===== config.mk =====
export PLATFORM = sky130hd
export DESIGN_NAME = cache_control
export DESIGN_NICKNAME = d
export VERILOG_FILES = /design/src/rtl/cache_control.sv
export SDC_FILE = /design/constraint.sdc
export NUM_CORES = 1
export LEC_CHECK = 0
export BUFFER_PORTS_ARGS = -buffer_cell sky130_fd_sc_hd__buf_2
export CAP_MARGIN = 10
export CELL_PAD_IN_SITES_DETAIL_PLACEMENT = 0
export CELL_PAD_IN_SITES_GLOBAL_PLACEMENT = 2
export CORE_UTILIZATION = 16
export DETAILED_ROUTE_END_ITERATION = 8
export GPL_TIMING_DRIVEN = 0
export PLACE_DENSITY = 0.74
export SLEW_MARGIN = 20
export SYNTH_ARGS = -nofsm -noshare
export SYNTH_HDL_FRONTEND = slang
export SYNTH_SLANG_ARGS = --single-unit

===== constraint.sdc =====
create_clock -name clk -period 1.4 [get_ports clk]
set_input_delay 0 -clock clk [delete_from_list [all_inputs] [get_ports clk]]
set_output_delay 0 -clock clk [all_outputs]
set_load 0.05 [all_outputs]

===== src/rtl/cache_control.sv =====
// ---------------------------------------------------------------------------
// cache_control
//
// Sequencing FSM for a 2-way, 8-set, 32-byte-line, write-back /
// write-allocate L1 cache datapath. Handles one CPU access at a time:
// tag check, LRU update, dirty-victim writeback and line fill over the
// 256-bit physical-memory port.
//
// Optional feature macro: CACHE_PERF_CNT_EN
//   defined   : perf_hits / perf_misses / perf_writebacks count events
//   undefined : the three perf ports are tied to 0, no counter flops
//
// Ports
//   clk, rst                     clock, synchronous active-high reset
//   mem_read, mem_write          CPU request (held until mem_resp)
//   mem_byte_enable[3:0]         CPU write byte mask
//   mem_offset[s_offset-1:0]     byte offset within the line
//   mem_resp                     one-cycle CPU completion pulse
//   pmem_read, pmem_write        memory request, held until pmem_resp
//   pmem_resp                    memory completion pulse
//   hit1/2, valid1/2, dirty1/2   datapath status per way
//   lru_out                      0 = way 1 is LRU
//   data_r*, read_*              array read enables (always 1)
//   data_w1/2[s_mask-1:0]        per-byte data-array write enables
//   load_tag*/valid*/dirty*/lru  array loads
//   valid_in, dirty_in, lru_in   array write data
//   data_sel                     0 = pmem_rdata, 1 = CPU-merged line
//   path_sel                     0 = way 1, 1 = way 2
//   pmem_sel[1:0]                0 = CPU line, 1 = way-1 tag, 2 = way-2 tag
//   load_pmem_wdata              latch victim line for writeback
//   perf_*[31:0]                 event counters
//   dbg_state[2:0]               current FSM state (debug observation)
//
// Handshake: the CPU holds mem_read/mem_write, address and data stable
// until it sees mem_resp high for one cycle, then drops or changes the
// request; a request still present in the following IDLE cycle is a new
// access. pmem_read/pmem_write are held from state entry through the
// cycle in which pmem_resp is high.
// ---------------------------------------------------------------------------
module cache_control #(
  parameter int s_offset = 5,
  parameter int s_mask   = 32
) (
  input  logic                clk,
  input  logic                rst,
  input  logic                mem_read,
  input  logic                mem_write,
  input  logic [3:0]          mem_byte_enable,
  input  logic [s_offset-1:0] mem_offset,
  output logic                mem_resp,
  output logic                pmem_read,
  output logic                pmem_write,
  input  logic                pmem_resp,
  input  logic                hit1,
  input  logic                hit2,
  input  logic                valid1,
  input  logic                valid2,
  input  logic                dirty1,
  input  logic                dirty2,
  input  logic                lru_out,
  output logic                data_r1,
  output logic                data_r2,
  output logic                read_tag1,
  output logic                read_tag2,
  output logic                read_valid1,
  output logic                read_valid2,
  output logic                read_dirty1,
  output logic                read_dirty2,
  output logic [s_mask-1:0]   data_w1,
  output logic [s_mask-1:0]   data_w2,
  output logic                load_tag1,
  output logic                load_tag2,
  output logic                load_valid1,
  output logic                load_valid2,
  output logic                load_dirty1,
  output logic                load_dirty2,
  output logic                load_lru,
  output logic                valid_in,
  output logic                dirty_in,
  output logic                lru_in,
  output logic                data_sel,
  output logic                path_sel,
  output logic [1:0]          pmem_sel,
  output logic                load_pmem_wdata,
  output logic [31:0]         perf_hits,
  output logic [31:0]         perf_misses,
  output logic [31:0]         perf_writebacks,
  output logic [2:0]          dbg_state
);

  typedef enum logic [2:0] {
    S_IDLE      = 3'd0,
    S_CHECK     = 3'd1,
    S_WB_LATCH  = 3'd2,
    S_WRITEBACK = 3'd3,
    S_ALLOCATE  = 3'd4
  } state_t;

  state_t state_q;
  logic   victim_q;   // 0 = way 1, 1 = way 2; frozen for the whole miss

  logic              hit_any;
  logic              lru_victim_dirty;
  logic [s_mask-1:0] cpu_wmask;

  assign hit_any          = hit1 | hit2;
  assign lru_victim_dirty = lru_out ? (valid2 & dirty2) : (valid1 & dirty1);

  // Byte enables of the 32-bit CPU word placed at its word slot in the line.
  assign cpu_wmask = {{(s_mask-4){1'b0}}, mem_byte_enable}
                     << {mem_offset[s_offset-1:2], 2'b00};

  // Low offset bits only matter to the datapath's byte steering.
  logic unused_offset_bits;
  assign unused_offset_bits = ^mem_offset[1:0];

  // Arrays are read every cycle.
  assign data_r1     = 1'b1;
  assign data_r2     = 1'b1;
  assign read_tag1   = 1'b1;
  assign read_tag2   = 1'b1;
  assign read_valid1 = 1'b1;
  assign read_valid2 = 1'b1;
  assign read_dirty1 = 1'b1;
  assign read_dirty2 = 1'b1;

  assign dbg_state = state_q;

  always_ff @(posedge clk) begin
    if (rst) begin
      state_q  <= S_IDLE;
      victim_q <= 1'b0;
    end else begin
      case (state_q)
        S_IDLE: begin
          if (mem_read | mem_write) state_q <= S_CHECK;
        end
        S_CHECK: begin
          if (hit_any) begin
            state_q <= S_IDLE;
          end else begin
            victim_q <= lru_out;
            state_q  <= lru_victim_dirty ? S_WB_LATCH : S_ALLOCATE;
          end
        end
        S_WB_LATCH: begin
          state_q <= S_WRITEBACK;
        end
        S_WRITEBACK: begin
          if (pmem_resp) state_q <= S_ALLOCATE;
        end
        S_ALLOCATE: begin
          if (pmem_resp) state_q <= S_CHECK;
        end
        default: begin
          state_q <= S_IDLE;
        end
      endcase
    end
  end

  // Outputs are decoded from the registered state: the array status only
  // becomes valid in CHECK, so the hit response must be formed in that same
  // cycle. Everything is forced quiet while rst is high so that no array
  // load or response can slip out of an aborted access.
  always_comb begin
    mem_resp        = 1'b0;
    pmem_read       = 1'b0;
    pmem_write      = 1'b0;
    data_w1         = '0;
    data_w2         = '0;
    load_tag1       = 1'b0;
    load_tag2       = 1'b0;
    load_valid1     = 1'b0;
    load_valid2     = 1'b0;
    load_dirty1     = 1'b0;
    load_dirty2     = 1'b0;
    load_lru        = 1'b0;
    valid_in        = 1'b0;
    dirty_in        = 1'b0;
    lru_in          = 1'b0;
    data_sel        = 1'b0;
    path_sel        = 1'b0;
    pmem_sel        = 2'd0;
    load_pmem_wdata = 1'b0;
    if (!rst) begin
      case (state_q)
        S_CHECK: begin
          if (hit_any) begin
            mem_resp = 1'b1;
            load_lru = 1'b1;
            // Way 1 wins if both hit; the way not used becomes LRU.
            lru_in   = hit1;
            path_sel = ~hit1;
            if (mem_write) begin
              data_sel = 1'b1;
              dirty_in = 1'b1;
              if (hit1) begin
                data_w1     = cpu_wmask;
                load_dirty1 = 1'b1;
              end else begin
                data_w2     = cpu_wmask;
                load_dirty2 = 1'b1;
              end
            end
          end
        end
        S_WB_LATCH: begin
          path_sel        = victim_q;
          load_pmem_wdata = 1'b1;
        end
        S_WRITEBACK: begin
          pmem_write = 1'b1;
          pmem_sel   = victim_q ? 2'd2 : 2'd1;
        end
        S_ALLOCATE: begin
          pmem_read = 1'b1;
          if (pmem_resp) begin
            valid_in = 1'b1;
            if (victim_q) begin
              data_w2     = '1;
              load_tag2   = 1'b1;
              load_valid2 = 1'b1;
              load_dirty2 = 1'b1;
            end else begin
              data_w1     = '1;
              load_tag1   = 1'b1;
              load_valid1 = 1'b1;
              load_dirty1 = 1'b1;
            end
          end
        end
        default: begin
        end
      endcase
    end
  end

`ifdef CACHE_PERF_CNT_EN
  logic [31:0] hits_q;
  logic [31:0] misses_q;
  logic [31:0] wbs_q;
  logic        after_alloc_q;  // this CHECK re-checks a just-filled line

  always_ff @(posedge clk) begin
    if (rst) begin
      hits_q        <= '0;
      misses_q      <= '0;
      wbs_q         <= '0;
      after_alloc_q <= 1'b0;
    end else begin
      if (state_q == S_CHECK && hit_any && !after_alloc_q) hits_q <= hits_q + 32'd1;
      if (state_q == S_CHECK && !hit_any) misses_q <= misses_q + 32'd1;
      if (state_q == S_WRITEBACK && pmem_resp) wbs_q <= wbs_q + 32'd1;
      after_alloc_q <= (state_q == S_ALLOCATE) && pmem_resp;
    end
  end

  assign perf_hits       = hits_q;
  assign perf_misses     = misses_q;
  assign perf_writebacks = wbs_q;
`else
  assign perf_hits       = 32'd0;
  assign perf_misses     = 32'd0;
  assign perf_writebacks = 32'd0;
`endif

endmodule


==> summary.txt <==
Clocking
  • H-tree depth: 1
  • CTS Buf Count: 3
  • Sink Count: 4
  • CTS root buf: clkbuf_16
  • CTS Buffer Depth: 2
  • Worst-Skew Late Latency: 0.22 ns
  • CTS tree: done
  • Worst-path clk slew: 0.03 ns

Power
  • P_leak: 2.33 nW
  • Int Pwr: 1.09 mW
  • Gate power share: 0.752
  • Total power: 2.36 mW
  • PwrDens: 390 nW/um2
  • Net switching power: 1.26 mW
  • Switching Fraction: 0.536
  • Clock Power Share: 0.194
  • Seq pwr share: 0.054
  • Worst vdd ir: 0.799 mV

Setup path
  • Crit. path cell count: 7
  • Crit Path Max Fanout: 9
  • FF-to-FF path depth: 7
  • Top cell family by delay on the critical path: buffers and inverters
  • Critical-path top delay cell: or3_4
  • CP startpoint kind: register
  • Slowest cell delay on critical path: 0.38 ns
  • Worst Setup End Kind: output pin
  • WS Path Type: reg2out
  • Most Frequent Cell on Critical Path: buf_12
  • CP required: 1.40 ns
  • CP arrival: 1.84 ns
  • Buf/Inv on CP: 4
  • Critical-path cell list: xnor2_1 > or3_4 > buf_12 > buf_12 > buf_16 > a21oi_4 > buf_6

Drt
  • Via count: 2,953
  • Drt drc: 0
  • Wire length per cell: 13.5 um
  • Initial drt markers: 67
  • Drt first pass iters: 4
  • Post-route ant nets: 0
  • Vias per inst: 3.85
  • Final wirelength: 10,300 um

Global route
  • Initial antenna violation count: 3
  • GRT Total Usage: 0.123
  • Largest net degree at the start of global routing: 11
  • Vias in the first global route: 2,751
  • Global-route wire length before repair: 15,500 um
  • Gr ovfl total: 0

Finish
  • Most frequent cells in the layout: buf_4 (117), conb_1 (104), buf_6 (81)
  • Nets: 603
  • Fillers: 1,459
  • Area delta synth->final: 152%
  • Final Util: 0.415
  • Commonest non-fill, non-tap cell in the layout: buf_4
  • Layout Cell Area excl Fill: 6050 um2
  • Layout cells sized above 1: 0.707
  • Layout Cells excl Fill: 767

Placement
  • Gpl congestion: 0.713
  • Pre-CTS setup slack: -0.675 ns
  • DP Cell Count: 734
  • Placement Cell Area: 4530 um2
  • PortBufs: 100
  • DP HPWL: 7540 um

Yosys
  • EDFF count, synth: 0
  • Synth unique cells: 39
  • Sequential area share after synthesis: 0.0333
  • Syn avg cell area: 6.91 um2
  • Ys Warns: 0
  • Mapped Area: 2400 um2
  • Synthesized instance count: 348
  • Ys flop type: dfxtp_1
  • Fraction of registers with async set/reset: 0
  • Post-synthesis register bit count: 4

STA
  • RSZ-0062 raised after global routing: yes
  • Fmax: 543 MHz
  • Max-slew headroom: 0.290
  • Setup TNS: -27.41 ns
  • Post-layout worst setup margin: -0.441 ns
  • Hold Slack: 0.0830 ns
  • Final Skew: 0.00173 ns
  • Setup-failing EPs final: 85
  • Slew Limit Fails: 0
  • Final min period: 1.84 ns
  • Final count of hold timing violations: 0
  • Worst slew pin tran: 1.07 ns
  • Final Cycle Share: 1.32

Run status
  • Failing checks: setup timing
  • Status: complete, but fails checks

Floorplan
  • Die area: 15,500 um2
  • Rows: 44
  • Chip height: 125 um
  • Ports: 210
  • Initial Util: 0.165
  • Die span in x: 125 um
  • Core region area: 14,600 um2

Run
  • Max cap viols: 0

Min path
  • Hold depth: 3
  • Hold WC Path Type: in2reg
-- cells by family (layout without fill, tap and decap cells) --
group,Yosys count,count (layout),synth area share
other,2,106,0.00312
flip-flops,4,4,0.0333
XOR/XNOR,1,1,0.00364
buffers and inverters,151,282,0.440
AND/OR/NAND/NOR,112,112,0.284
AO/OA/AOI/OAI,78,78,0.235
-- synthesized netlist by cell type (2+ instances only) --
cell type / n / area, um2
nor2_1: 2 / 7.51
nor4_1: 3 / 18.8
buf_6: 10 / 113
and3_1: 5 / 31.3
nor3_1: 4 / 20.0
buf_4: 109 / 818
buf_1: 7 / 26.3
dfxtp_1: 4 / 80.1
a21oi_2: 40 / 350
buf_2: 6 / 30.0
and3b_1: 3 / 26.3
and4bb_2: 2 / 25.0
nand3_1: 66 / 330
nand2b_1: 3 / 18.8
clkbuf_1: 18 / 67.6
or4b_1: 2 / 20.0
conb_1: 2 / 7.51
nor3b_2: 3 / 37.5
and2_1: 7 / 43.8
nand2_1: 2 / 7.51
a21oi_1: 30 / 150
nand3b_1: 3 / 22.5
-- worst paths after layout --
| kind | slack [ns] | from | end |
|---|---|---|---|
| worst max-delay path | -0.44 | dbg_state[2] | data_w1[20] |
| worst min-delay path | 0.08 | lru_out | victim_q |
| worst max register to register | -0.17 | dbg_state[2] | victim_q |
| worst min register to register | 0.61 | victim_q | victim_q |
-- what timing repair did --
item	CTS	global route
hold endpoints to repair	0	0
hold buffers	0	0
resized for setup	241	48
pin swaps	27	16
buffers inserted	18	10
cloned	6	4
endpoints found under the setup margin	83	85
-- flip-flops by register name, indices dropped and copies added, names as in the netlist --
signal / flops
victim_q: 1
dbg_state: 3
-- routing by layer --
metal	wire length, um	GRT usage	vias up
met3	761	0.0314	4
met2	5250	0.217	123
met4	25	0.0113	2
met1	4280	0.155	1356
met5	17	0	-
li1	-	-	1468
-- area by class of cell --
class | count | area [um2] | area share
antenna | 2 | 5.00 | 0.000827
buffer | 142 | 1290 | 0.214
timing repair buffer | 135 | 1560 | 0.258
tap | 184 | 230 | 0.0380
inverter | 1 | 3.75 | 0.000620
sequential | 4 | 92.6 | 0.0153
clock buffer | 4 | 78.8 | 0.0130
multi-input combinational | 295 | 2790 | 0.460
-- tightest hold or removal path, cell delays in order --
cell      delay, ns
buf_2          0.12
nand3b_1       0.08
a21oi_1        0.06
-- power groups by stage --
stage / registers, mW / logic, mW / clock network (mW)
after floorplan: 0.143 / 1.29 / 0
after CTS: 0.126 / 1.69 / 0.467
final: 0.128 / 1.77 / 0.458
after detailed placement: 0.132 / 1.43 / 0
after global placement: 0.132 / 1.42 / 0
after global routing: 0.129 / 1.85 / 0.477
No activity file was read; power rests on OpenSTA's default activity.
